===== src/rtl/alu_mc_if.sv =====
// Operand-issue / result-consume handshake bundle for alu_mc.
// The master drives operands and out_ready; the slave (the ALU) drives in_ready and results.
interface alu_mc_if #(
    parameter int W = 8
) ();
    logic           in_valid;
    logic           in_ready;
    logic [W-1:0]   in_a;
    logic [W-1:0]   in_b;
    logic [3:0]     in_sel;
    logic           out_valid;
    logic           out_ready;
    logic [2*W-1:0] out_result;
    logic           out_err;

    modport master (
        output in_valid, in_a, in_b, in_sel, out_ready,
        input  in_ready, out_valid, out_result, out_err
    );

    modport slave (
        input  in_valid, in_a, in_b, in_sel, out_ready,
        output in_ready, out_valid, out_result, out_err
    );
endinterface


===== src/rtl/alu_mc.sv =====
// Handshaked multi-cycle ALU: single-cycle ops with latency 1, iterative restoring divider.
// Define ALU_MC_DIV_EN to build the divider and BUSY state; otherwise opcode 3 is illegal.
module alu_mc #(
    parameter int W = 8
) (
    input logic     clk,
    input logic     rst_n,
    alu_mc_if.slave bus
);
    typedef enum logic [3:0] {
        OP_ADD = 4'd0, OP_SUB = 4'd1, OP_MUL = 4'd2, OP_DIV = 4'd3,
        OP_AND = 4'd4, OP_OR  = 4'd5, OP_NOT = 4'd6, OP_XOR = 4'd7,
        OP_SL  = 4'd8, OP_SR  = 4'd9
    } op_t;

`ifdef ALU_MC_DIV_EN
    typedef enum logic [1:0] {S_IDLE, S_BUSY, S_HOLD} state_t;
`else
    typedef enum logic [0:0] {S_IDLE, S_HOLD} state_t;
`endif

    state_t         state_q, state_d;
    logic [2*W-1:0] res_q, res_d;
    logic           err_q, err_d;
    logic [2*W-1:0] op_res;
    logic           op_err;
    logic [2*W-1:0] wa, wb;
    logic           accept;

    assign bus.in_ready   = (state_q == S_IDLE) || (state_q == S_HOLD && bus.out_ready);
    assign accept         = bus.in_valid && bus.in_ready;
    assign bus.out_valid  = (state_q == S_HOLD);
    assign bus.out_result = res_q;
    assign bus.out_err    = err_q;

    assign wa = {{W{1'b0}}, bus.in_a};
    assign wb = {{W{1'b0}}, bus.in_b};

    // Single-cycle result table; shifting by >= 2W naturally yields zero.
    // NOTE: every output of an always_comb gets a default first so no path can infer a latch.
    always_comb begin
        op_res = '0;
        op_err = 1'b0;
        case (op_t'(bus.in_sel))
            OP_ADD: op_res = wa + wb;
            OP_SUB: op_res = wa - wb;
            OP_MUL: op_res = wa * wb;
            OP_AND: op_res = wa & wb;
            OP_OR:  op_res = wa | wb;
            OP_NOT: op_res = {{W{1'b0}}, ~bus.in_a};
            OP_XOR: op_res = wa ^ wb;
            OP_SL:  op_res = wa << bus.in_b;
            OP_SR:  op_res = wa >> bus.in_b;
`ifdef ALU_MC_DIV_EN
            OP_DIV: begin
                // Only reaches the result register for b == 0.
                op_res = {bus.in_a, {W{1'b1}}};
                op_err = 1'b1;
            end
`endif
            default: op_err = 1'b1;
        endcase
    end

`ifdef ALU_MC_DIV_EN
    localparam int CW = (W > 2) ? $clog2(W) : 1;

    logic [W-1:0]  rem_q, quo_q, dvs_q;
    logic [W-1:0]  rem_n, quo_n;
    logic [CW-1:0] cnt_q;
    logic [W:0]    partial, diff;
    logic          start_div;
    logic          ge;

    assign start_div = accept && (op_t'(bus.in_sel) == OP_DIV) && (bus.in_b != '0);

    // One restoring step: shift in the next dividend bit, subtract if it fits.
    // The remainder stays below the divisor, so the borrow bit of diff decides.
    assign partial = {rem_q, quo_q[W-1]};
    assign diff    = partial - {1'b0, dvs_q};
    assign ge      = ~diff[W];
    assign rem_n   = ge ? diff[W-1:0] : partial[W-1:0];
    assign quo_n   = {quo_q[W-2:0], ge};

    // Reset clears partial results so an aborted division leaves nothing behind.
    always_ff @(posedge clk or negedge rst_n) begin
        if (!rst_n) begin
            rem_q <= '0;
            quo_q <= '0;
            dvs_q <= '0;
            cnt_q <= '0;
        end else if (start_div) begin
            rem_q <= '0;
            quo_q <= bus.in_a;
            dvs_q <= bus.in_b;
            cnt_q <= '0;
        end else if (state_q == S_BUSY) begin
            rem_q <= rem_n;
            quo_q <= quo_n;
            cnt_q <= cnt_q + CW'(1);
        end
    end
`endif

    always_comb begin
        state_d = state_q;
        res_d   = res_q;
        err_d   = err_q;
        case (state_q)
            S_IDLE, S_HOLD: begin
                if (accept) begin
`ifdef ALU_MC_DIV_EN
                    if (start_div) state_d = S_BUSY;
                    else
`endif
                    begin
                        state_d = S_HOLD;
                        res_d   = op_res;
                        err_d   = op_err;
                    end
                end else if (state_q == S_HOLD && bus.out_ready) begin
                    state_d = S_IDLE;
                end
            end
`ifdef ALU_MC_DIV_EN
            S_BUSY: begin
                if (cnt_q == CW'(W - 1)) begin
                    state_d = S_HOLD;
                    res_d   = {rem_n, quo_n};
                    err_d   = 1'b0;
                end
            end
`endif
            default: state_d = S_IDLE;
        endcase
    end

    // NOTE: sequential state uses non-blocking assignments so every register samples pre-edge values.
    always_ff @(posedge clk or negedge rst_n) begin
        if (!rst_n) begin
            state_q <= S_IDLE;
            res_q   <= '0;
            err_q   <= 1'b0;
        end else begin
            state_q <= state_d;
            res_q   <= res_d;
            err_q   <= err_d;
        end
    end
endmodule


===== src/flat_wrapper.sv =====
// flat-port wrapper written by rule: the top's interface ports become plain ports
module alu_mc_flat 
#(
    parameter int W = 8
)
  (clk, rst_n, bus_in_valid, bus_in_a, bus_in_b, bus_in_sel, bus_out_ready, bus_in_ready, bus_out_valid, bus_out_result, bus_out_err);
  alu_mc_if #(.W(W)) bus_i ();
  input logic clk;
  input logic rst_n;
  input wire logic [$bits(bus_i.in_valid)-1:0] bus_in_valid;
  input wire logic [$bits(bus_i.in_a)-1:0] bus_in_a;
  input wire logic [$bits(bus_i.in_b)-1:0] bus_in_b;
  input wire logic [$bits(bus_i.in_sel)-1:0] bus_in_sel;
  input wire logic [$bits(bus_i.out_ready)-1:0] bus_out_ready;
  output wire logic [$bits(bus_i.in_ready)-1:0] bus_in_ready;
  output wire logic [$bits(bus_i.out_valid)-1:0] bus_out_valid;
  output wire logic [$bits(bus_i.out_result)-1:0] bus_out_result;
  output wire logic [$bits(bus_i.out_err)-1:0] bus_out_err;
  assign bus_i.in_valid = bus_in_valid;
  assign bus_i.in_a = bus_in_a;
  assign bus_i.in_b = bus_in_b;
  assign bus_i.in_sel = bus_in_sel;
  assign bus_i.out_ready = bus_out_ready;
  assign bus_in_ready = bus_i.in_ready;
  assign bus_out_valid = bus_i.out_valid;
  assign bus_out_result = bus_i.out_result;
  assign bus_out_err = bus_i.out_err;
  alu_mc #(.W(W)) u_core (.clk(clk), .rst_n(rst_n), .bus(bus_i));
endmodule

===== config.mk =====
export PLATFORM = sky130hd
export DESIGN_NAME = alu_mc_flat
export DESIGN_NICKNAME = d
export VERILOG_FILES = /design/src/rtl/alu_mc_if.sv /design/src/rtl/alu_mc.sv /design/src/flat_wrapper.sv
export SDC_FILE = /design/constraint.sdc
export NUM_CORES = 1
export LEC_CHECK = 0
export CORE_UTILIZATION = 30
export DETAILED_ROUTE_END_ITERATION = 10
export SLEW_MARGIN = 20
export SYNTH_ARGS = -nofsm -noshare
export SYNTH_HDL_FRONTEND = slang
export SYNTH_SLANG_ARGS = --single-unit

===== constraint.sdc =====
create_clock -name clk -period 2 [get_ports clk]
set_input_delay 0.6 -clock clk [delete_from_list [all_inputs] [get_ports clk]]
set_output_delay 0.6 -clock clk [all_outputs]
set_load 0.02 [all_outputs]

After elaboration in Yosys (flattened, before gate mapping):

Index checks and enable logic that the tools add are counted.

* input port bits: 24
* logic and storage cells: 31
* flip-flop bits (word level): 18
* output and inout port bits: 19

* equal/unequal tests: 8
* add/subtract/negate cells: 2
* shift-type cells: 2
* multiplexer cells: 4
* $mul: 1
* bitwise gates (word level): 5
* reduce and logical (&&, ||, !) cells: 6

Operators by type and width (count)
* $pmux W16 S9: 1
* $eq A4 B3 Y1 const B: 4
* $mul A8 B8 Y16: 1
* $shl A8 B8 Y16: 1
* $shr A8 B8 Y16: 1
* $add A8 B8 Y9: 1
* $reduce_or A9 Y1: 1
* $sub A8 B8 Y9: 1
* $and A8 B8 Y8: 1
* $eq A4 B4 Y1 const B: 2
* $not A8 Y8: 1
* $or A8 B8 Y8: 1
* $xor A8 B8 Y8: 1
* $eq A4 B1 Y1 const B: 1
* $eq A4 B2 Y1 const B: 1
* $logic_not A4 Y1: 1
* $mux W1: 3
* $logic_and A1 B1 Y1: 2
* $reduce_bool A2 Y1: 1
* $logic_or A1 B1 Y1: 1
* $not A1 Y1: 1

Logic depth before layout (Yosys ltp):

Gate-level depths: netlist of the first run.

* word-level depth: 4
* depth in mapped cells: 17

Worst setup path before layout of the first run:

OpenSTA, ideal clock, no wires.

* path type: input to register
* start point: input bus_in_b[2]
* end point: register u_core.res_q[14], in the netlist u_core.bus.out_result[14]
* data arrival time: 4671 ps
* data required time: 1876 ps
* stages on the path: 16
* setup slack: -2794 ps
* cells stage by stage: clkinv_1 clkbuf_1 nor2_1 fa_1 fa_1 inv_1 fa_1 fa_1 inv_1 ha_1 o21a_1 o21a_1 o22ai_1 o21ai_0 mux2i_1 o31a_1

* longest elaborated chain between the ends: 2
* elaborated cells between the ends (all ways): 5
* classes of those cells: add/sub (1); mul (1); shift (2); mux (1)

Ends and longest elaborated chain
* start: declaration: line flat_wrapper.sv:12 `input wire logic [$bits(bus_i.in_b)-1:0] bus_in_b;`
* $mul A8 B8 Y16 (tied with other cells): line alu_mc.sv:47 `OP_MUL: op_res = wa * wb;`
* $pmux W16 S9 *: line alu_mc.sv:44 `case (op_t'(bus.in_sel))`
* end signal: assignment: line alu_mc.sv:146 `res_q <= res_d;`
* end: declaration: line alu_mc.sv:23 `logic [2*W-1:0] res_q, res_d;`

Every way passes the cells marked *; elsewhere a longest branch is shown, timed or not.
A chain may end at the register's enable or synchronous reset.

Worst setup path in the final report of the first run:

* start point: input bus_in_b[3]
* end point: register u_core.res_q[12], in the netlist u_core.bus.out_result[12]

The elaborated chain is that of the path after synthesis.

==> results of run 1 <==
flip-flops by register name (all words and copies together), names as in the netlist:
register,cells
u_core.bus.out_result,16
u_core.bus.out_err,1
u_core.bus.out_valid,1
routing by layer:
metal / vias to the layer above / share of wire [%] / GRT usage [%]
met2: 238 / 47 / 38.3
met4: 0 / 1.5 / 4.57
met3: 30 / 7.4 / 2.16
met5: - / 0 / 0
li1: 2481 / - / -
met1: 2536 / 44 / 31.1
kinds of logic after synthesis:
| logic type | after synthesis |
|---|---|
| AND/OR/NAND/NOR | 189 |
| XOR/XNOR | 12 |
| flip-flops | 18 |
| buffers and inverters | 112 |
| multiplexers | 27 |
| adder cells (fa/ha/maj) | 98 |
| AO/OA/AOI/OAI | 139 |
tightest hold or removal path: cells and delay by family (launching register included):
kind / cells / cell delay [ns]
simple gates: 1 / 0.05
flops: 1 / 0.34
compound gates: 1 / 0.06
path summary, 6_finish.rpt:
kind	slack, ns	startpoint	cells after the start	to
worst max-delay path	-2.14	bus_in_b[3]	17	u_core.bus.out_result[12]$_DFFE_PN0P_
worst min-delay path	0.49	u_core.bus.out_result[8]$_DFFE_PN0P_	2	u_core.bus.out_result[8]$_DFFE_PN0P_
worst max register to register	0.22	u_core.bus.out_valid$_DFFE_PN0P_	7	u_core.bus.out_result[5]$_DFFE_PN0P_
worst min register to register	0.49	u_core.bus.out_result[8]$_DFFE_PN0P_	2	u_core.bus.out_result[8]$_DFFE_PN0P_
max in group asynchronous	1.11	rst_n	2	u_core.bus.out_result[8]$_DFFE_PN0P_
min in group asynchronous	0.69	rst_n	2	u_core.bus.out_result[4]$_DFFE_PN0P_
cells in the final DEF, fill, tap and decap left out, drive strengths merged, types with 6 or more instances in the layout:
cell           netlist  routed
xnor2                9       9
dfrtp               18      18
o21ai               25      25
nor3                15      15
a21oi               25      25
nand2b               9       9
clkdlybuf4s50        0      21
inv                 78      75
ha                  60      60
nand3               10      10
nor2                67      67
mux4                13      13
o211ai               7       7
o21a                 6       6
a211oi              12      12
buf                 14     193
a21o                 9       9
nand2               50      50
fa                  38      38
mux2i               10      10
cell type report:
class                   instances  area [µm²]  share of cell area, %
flip-flops and latches         18         450                   5.97
repair buffers                220        1870                   24.7
clock buffers                   3        75.1                  0.996
inverters                      82         370                   4.91
well taps                     211         264                   3.50
multi-input cells             465        4510                   59.9
power breakdown:
group,switching [W],internal (W),leakage [nW]
Clock,0.000128,0.000263,0.0370
Sequential,0.0000237,0.000403,0.241
Combinational,0.00192,0.00199,3.16
what timing repair did:
| action | in CTS | in global routing |
|---|---|---|
| cloned | 1 | 0 |
| setup buffers | 21 | 4 |
| pin swaps | 70 | 52 |
| endpoints found under the hold margin | 0 | 0 |
| resized for setup | 171 | 53 |
| hold buffers | 0 | 0 |
| endpoints found under the setup margin | 17 | 16 |
stage by stage:
step | cells | setup TNS [ns] | area (µm²) | setup WS [ns]
CTS | 1000 | -26.47 | 7320 | -2.25
floorplan | 595 | -24.48 | 5170 | -2.18
detailed placement | 975 | -39.50 | 6780 | -3.00
global placement | 975 | -38.73 | 6780 | -2.92
finish | 999 | -25.60 | 7540 | -2.14
global route | 999 | -27.35 | 7540 | -2.31
==> impl_results.rst, run 1 <==
.. list-table::
   :header-rows: 1

   * - Metric
     - Value
   * - Post-Synth Adder-Cell Area
     - 31.4%
   * - Overall routed net length
     - 18500 µm
   * - Largest net degree at the start of global routing
     - 21
   * - Post-route setup slack
     - -2.14 ns
   * - Initial antenna violation count
     - 0
   * - Post-route DRC violation count
     - 0
   * - Wire length of the first global-routing pass
     - 29100 µm
   * - CP max stage cell
     - fa_1
   * - Simple-gate share of the synthesized area
     - 18.6%
   * - Max Clock Freq
     - 0.241 GHz
   * - Setup Viol. Count Final
     - 16
   * - Buffers & Inverters on Critical Path
     - 5
   * - Remaining number of nets flagged by the antenna check after routing
     - 0
   * - Clock tree from TritonCTS
     - built
   * - Status
     - finished with violations
   * - Multiplexer area fraction after synthesis
     - 9.10%
   * - Number of nets produced by synthesis
     - 717
   * - Data required time at the worst endpoint
     - 2.11 ns
   * - Cell count after synthesis
     - 595
   * - Width of the die
     - 129 µm
   * - Y dimension of the die
     - 129 µm
   * - Layout cells sized above 1
     - 43.9%
   * - Endpoint kind of the worst setup timing path
     - register
   * - Cell type contributing the most total cell area after synthesis
     - fa_1
   * - Number of global-route vias before repair
     - 5351
   * - Maximum single-stage delay on the critical path
     - 0.51 ns
   * - Critical path's most frequent cell
     - fa_1
   * - Signed area change from the synthesized netlist to the final layout
     - 56.6%
   * - Cell Area, Synth
     - 0.00481 mm²
   * - Critical path class
     - in -> reg
   * - Starting DRT DRC Count
     - 444
   * - Proportion of netlist area held by the largest area contributor
     - 15.8%
   * - Area enclosed by the die boundary
     - 0.0166 mm²
   * - Clock period minus final worst setup slack
     - 4.14 ns
   * - Routed vias/inst
     - 5.29
   * - Number of buffers inserted during clock tree synthesis
     - 3
   * - Max-capacitance violation count
     - 0
   * - Insertion delay of the later-clocked pin in the worst-skew pair
     - 0.25 ns
   * - Worst-margin pin slew
     - 0.587 ns
   * - CP delay by family, top
     - adder cells
   * - Area fraction in compound gates after synthesis
     - 19.9%
   * - Net count reported at finish
     - 912
   * - Xor and xnor fraction of the mapped netlist area
     - 2.18%
   * - CTS H-Tree Depth
     - 1
   * - Worst IR drop on VDD
     - 0.421 mV
   * - Via count
     - 5285
   * - Avg Synthesized Cell Area
     - 8.09 µm²
   * - Static power due to leakage
     - 3.44 nW
   * - Cell at the root of the clock tree
     - clkbuf_16
   * - Per-cell routed wire length
     - 18.6 µm
   * - Sort of element at the start of the critical path
     - primary input
   * - Post-synth top cells
     - inv_1, nor2_1, ha_1, nand2_1, fa_1
   * - Total power draw
     - 0.00472 W
   * - Reg clk slew, reported paths
     - 0.05 ns
   * - Post-route fraction of the period consumed by the critical path
     - 207%
   * - Flop and latch count out of synthesis
     - 18
   * - Yosys warnings
     - 0
   * - Final Hold Violating Endpoints
     - 0
   * - Worst Path Max Fanout
     - 6
   * - Fill cell instance count of the final layout
     - 1447
   * - Power density relative to cell area
     - 627 mW/mm²
   * - Placer Congestion
     - 0.953
   * - Overall Global Routing Usage
     - 22.6%
   * - Worst relative slew slack
     - 60.6%
   * - Number of library cell types mapped by synthesis
     - 69
   * - Worst hold path type
     - reg -> reg
   * - Unrepaired setup endpoints after global routing
     - yes
   * - Post-Route Hold Slack
     - 0.491 ns
   * - Number of core rows
     - 45
   * - Count of boundary I/O pins
     - 43
   * - Dominant register cell in the synthesized netlist
     - dfrtp_1
   * - Clk buf depth
     - 2
   * - Total grt overflow
     - 0
   * - Number of pins exceeding their max-slew limit in the final report
     - 0
   * - WP data arrival
     - 4.25 ns
   * - Most used standard cell by instance count after synthesis
     - inv_1
   * - Synth async-reset ratio
     - 100%
   * - Final Core Density
     - 48.9%
   * - Worst clock skew
     - 0.00387 ns
   * - CTS Sinks
     - 18
   * - Ordered list of cells on the worst path
     - buf_8, buf_6, nand2_4, fa_1, fa_1, inv_1, fa_1, inv_1, fa_1, inv_2, ha_4, o21a_1, o21a_1, o22ai_2, o21bai_1, xnor2_1, o2111ai_1
   * - Violated checks
     - setup timing
   * - Part of the Yosys area used for sequential elements
     - 9.36%
   * - Half-perimeter wire length after detailed placement
     - 15000 µm
   * - Post-synth EDFFs
     - 0
   * - Port Buf Inserts
     - 42
   * - Final antenna diode count
     - 0
   * - Core region area
     - 0.0154 mm²
   * - Drt pass-1 iters
     - 5
   * - Synth top area cells
     - fa_1, ha_1, dfrtp_1
   * - Main combinational cell family by area after synthesis
     - adder cells
   * - Starting utilization of the core area
     - 31.2%
(Power assumes the default switching activity.)
==> inputs of run 2 (changes only) <==
- GPL_ROUTABILITY_DRIVEN: default -> 0
==> run 2 against run 1 <==
Against the previous run: critical path depth down 1; count of clock-buffer cells in the layout unchanged; die area unchanged; the run still ends with setup timing left; critical endpoint is now u_core.bus.out_result[13]$_DFFE_PN0P_; global-route usage down 0.36 points.
==> impl_results.rst, run 2 (synthesis results as in run 1) <==
.. list-table::
   :header-rows: 1

   * - Metric
     - Value
   * - CTS H-Tree Depth
     - 1 (unchanged)
   * - Layout cells sized above 1
     - 43.5% (-0.38 points)
   * - Static power due to leakage
     - 3.50 nW (+1.8%)
   * - Final Hold Violating Endpoints
     - 0 (unchanged)
   * - Power density relative to cell area
     - 627 mW/mm² (about the same)
   * - CTS Sinks
     - 18 (unchanged)
   * - Width of the die
     - 129 µm (unchanged)
   * - Clock tree from TritonCTS
     - built
   * - Endpoint kind of the worst setup timing path
     - register
   * - Placed cell count
     - 991 (+1.6%)
   * - Non-filler instance count after layout
     - 1015 (+1.6%)
   * - Overall Global Routing Usage
     - 22.2% (-0.36 points)
   * - Unrepaired setup endpoints after global routing
     - yes
   * - Cell at the root of the clock tree
     - clkbuf_16
   * - Setup Viol. Count Final
     - 16 (unchanged)
   * - Initial antenna violation count
     - 0 (unchanged)
   * - Status
     - finished with violations
   * - Port Buf Inserts
     - 42 (unchanged)
   * - Placement Setup Slack
     - -3.00 ns (+0.000550 ns)
   * - Max-capacitance violation count
     - 0 (unchanged)
   * - Via count
     - 5370 (+1.6%)
   * - Number of pins exceeding their max-slew limit in the final report
     - 0 (unchanged)
   * - Drt pass-1 iters
     - 5 (unchanged)
   * - Reg clk slew, reported paths
     - 0.05 ns (about the same)
   * - Clock period minus final worst setup slack
     - 4.23 ns (+0.0841 ns)
   * - Worst Path Max Fanout
     - 5 (-1)
   * - Worst-margin pin slew
     - 0.476 ns (-0.111 ns)
   * - Per-cell routed wire length
     - 17.8 µm (-4.0%)
   * - Net count reported at finish
     - 928 (+1.8%)
   * - Total power draw
     - 0.00475 W (+0.45%)
   * - Wire length of the first global-routing pass
     - 28700 µm (-1.3%)
   * - Starting DRT DRC Count
     - 635 (+43%)
   * - Half-perimeter wire length after detailed placement
     - 15200 µm (+1.3%)
   * - Sort of element at the start of the critical path
     - primary input
   * - Post-route DRC violation count
     - 0 (unchanged)
   * - Worst IR drop on VDD
     - 0.387 mV (-8.1%)
   * - Remaining number of nets flagged by the antenna check after routing
     - 0 (unchanged)
   * - Starting utilization of the core area
     - 31.2% (unchanged)
   * - Largest register FFs
     - 16 (unchanged)
   * - Core region area
     - 0.0154 mm² (unchanged)
   * - Worst relative slew slack
     - 67.4% (+6.8 points)
   * - Clk buf depth
     - 2 (unchanged)
   * - Signed area change from the synthesized netlist to the final layout
     - 57.2%
   * - Most used cells in the layout excluding fill and tap cells
     - buf_4, inv_1, nand2_1, nor2_1, ha_1
   * - Max Clock Freq
     - 0.236 GHz (-2.0%)
   * - Commonest non-fill, non-tap cell in the layout
     - buf_4
   * - Largest net degree at the start of global routing
     - 21 (unchanged)
   * - Routed vias/inst
     - 5.29 (about the same)
   * - Insertion delay of the later-clocked pin in the worst-skew pair
     - 0.24 ns (about the same)
   * - Post-route setup slack
     - -2.23 ns (-0.0841 ns)
   * - Y dimension of the die
     - 129 µm (unchanged)
   * - Worst clock skew
     - 0.00127 ns (-0.00261 ns)
   * - Number of global-route vias before repair
     - 5347 (-0.075%)
   * - Count of boundary I/O pins
     - 43 (unchanged)
   * - Critical path class
     - in -> reg
   * - Violated checks
     - setup timing
   * - Final antenna diode count
     - 0 (unchanged)
   * - Total grt overflow
     - 0 (unchanged)
   * - Fill cell instance count of the final layout
     - 1465 (+1.2%)
   * - WP data arrival
     - 4.40 ns (+0.15 ns)
   * - Number of buffers inserted during clock tree synthesis
     - 3 (unchanged)
   * - Number of core rows
     - 45 (unchanged)
   * - Area enclosed by the die boundary
     - 0.0166 mm² (unchanged)
   * - Post-route fraction of the period consumed by the critical path
     - 211% (+4.2 points)
   * - Data required time at the worst endpoint
     - 2.17 ns (+0.06 ns)
   * - Worst hold path type
     - reg -> reg
   * - Overall routed net length
     - 18100 µm (-2.5%)
==> run 2: final timing paths <==
path                                                    endpoint  depth (start not counted)                            startpoint  slack, ns
setup / recovery           u_core.bus.out_result[13]$_DFFE_PN0P_                         16                           bus_in_a[4]      -2.23
hold / removal              u_core.bus.out_result[2]$_DFFE_PN0P_                          2  u_core.bus.out_result[2]$_DFFE_PN0P_       0.49
setup reg to reg            u_core.bus.out_result[1]$_DFFE_PN0P_                          6      u_core.bus.out_valid$_DFFE_PN0P_       0.41
hold reg to reg             u_core.bus.out_result[2]$_DFFE_PN0P_                          2  u_core.bus.out_result[2]$_DFFE_PN0P_       0.49
max in group asynchronous  u_core.bus.out_result[15]$_DFFE_PN0P_                          2                                 rst_n       1.11
min in group asynchronous         u_core.bus.out_err$_DFFE_PN0P_                          2                                 rst_n       0.70
==> run 2: area by class of cell <==
| type | count | area, µm² | area share, % |
|---|---|---|---|
| Tap cell | 211 | 264 | 3.49 |
| Timing Repair Buffer | 236 | 1980 | 26.2 |
| Multi-Input combinational cell | 465 | 4430 | 58.5 |
| Sequential cell | 18 | 450 | 5.95 |
| Clock buffer | 3 | 75.1 | 0.992 |
| Inverter | 82 | 364 | 4.81 |
==> run 2: stage by stage <==
stage	instance area, µm²	TNS [ns]	hold slack (ns)	utilization, %
floorplan	5170	-24.48	0.304	-
global placement	6890	-39.03	0.476	44.7
detailed placement	6890	-40.43	0.486	44.7
CTS	7350	-25.98	0.498	47.7
global route	7570	-28.01	0.510	49.1
finish	7570	-26.28	0.492	49.1
==> run 2: critical path, cell delays in order <==
cell and delay [ns]:
buf_6 0.11, ha_4 0.17, fa_1 0.53, fa_1 0.45, fa_1 0.49, inv_1 0.05
fa_1 0.49, inv_2 0.05, ha_4 0.23, buf_6 0.12, and3_4 0.14, a22oi_2 0.24
a21oi_2 0.10, o21a_1 0.22, o31a_1 0.31, o21ai_1 0.08
==> run 2: layer usage <==
metal | wire (µm) | up-vias | track usage, %
li1 | - | 2515 | -
met5 | 0 | - | 0
met4 | 673 | 0 | 6.85
met1 | 8000 | 2535 | 31.2
met3 | 1410 | 49 | 2.20
met2 | 8000 | 271 | 35.7
==> run 2: timing repair <==
action | 4_1_cts | 5_1_grt
buffers inserted | 16 | 9
endpoints found under the setup margin | 18 | 16
hold buffers | 0 | 0
resized for setup | 168 | 52
pin swaps | 55 | 47
==> run 2: power by group <==
part           internal, W  switching [W]
logic              0.00201        0.00192
registers         0.000403      0.0000245
clock network     0.000263       0.000126
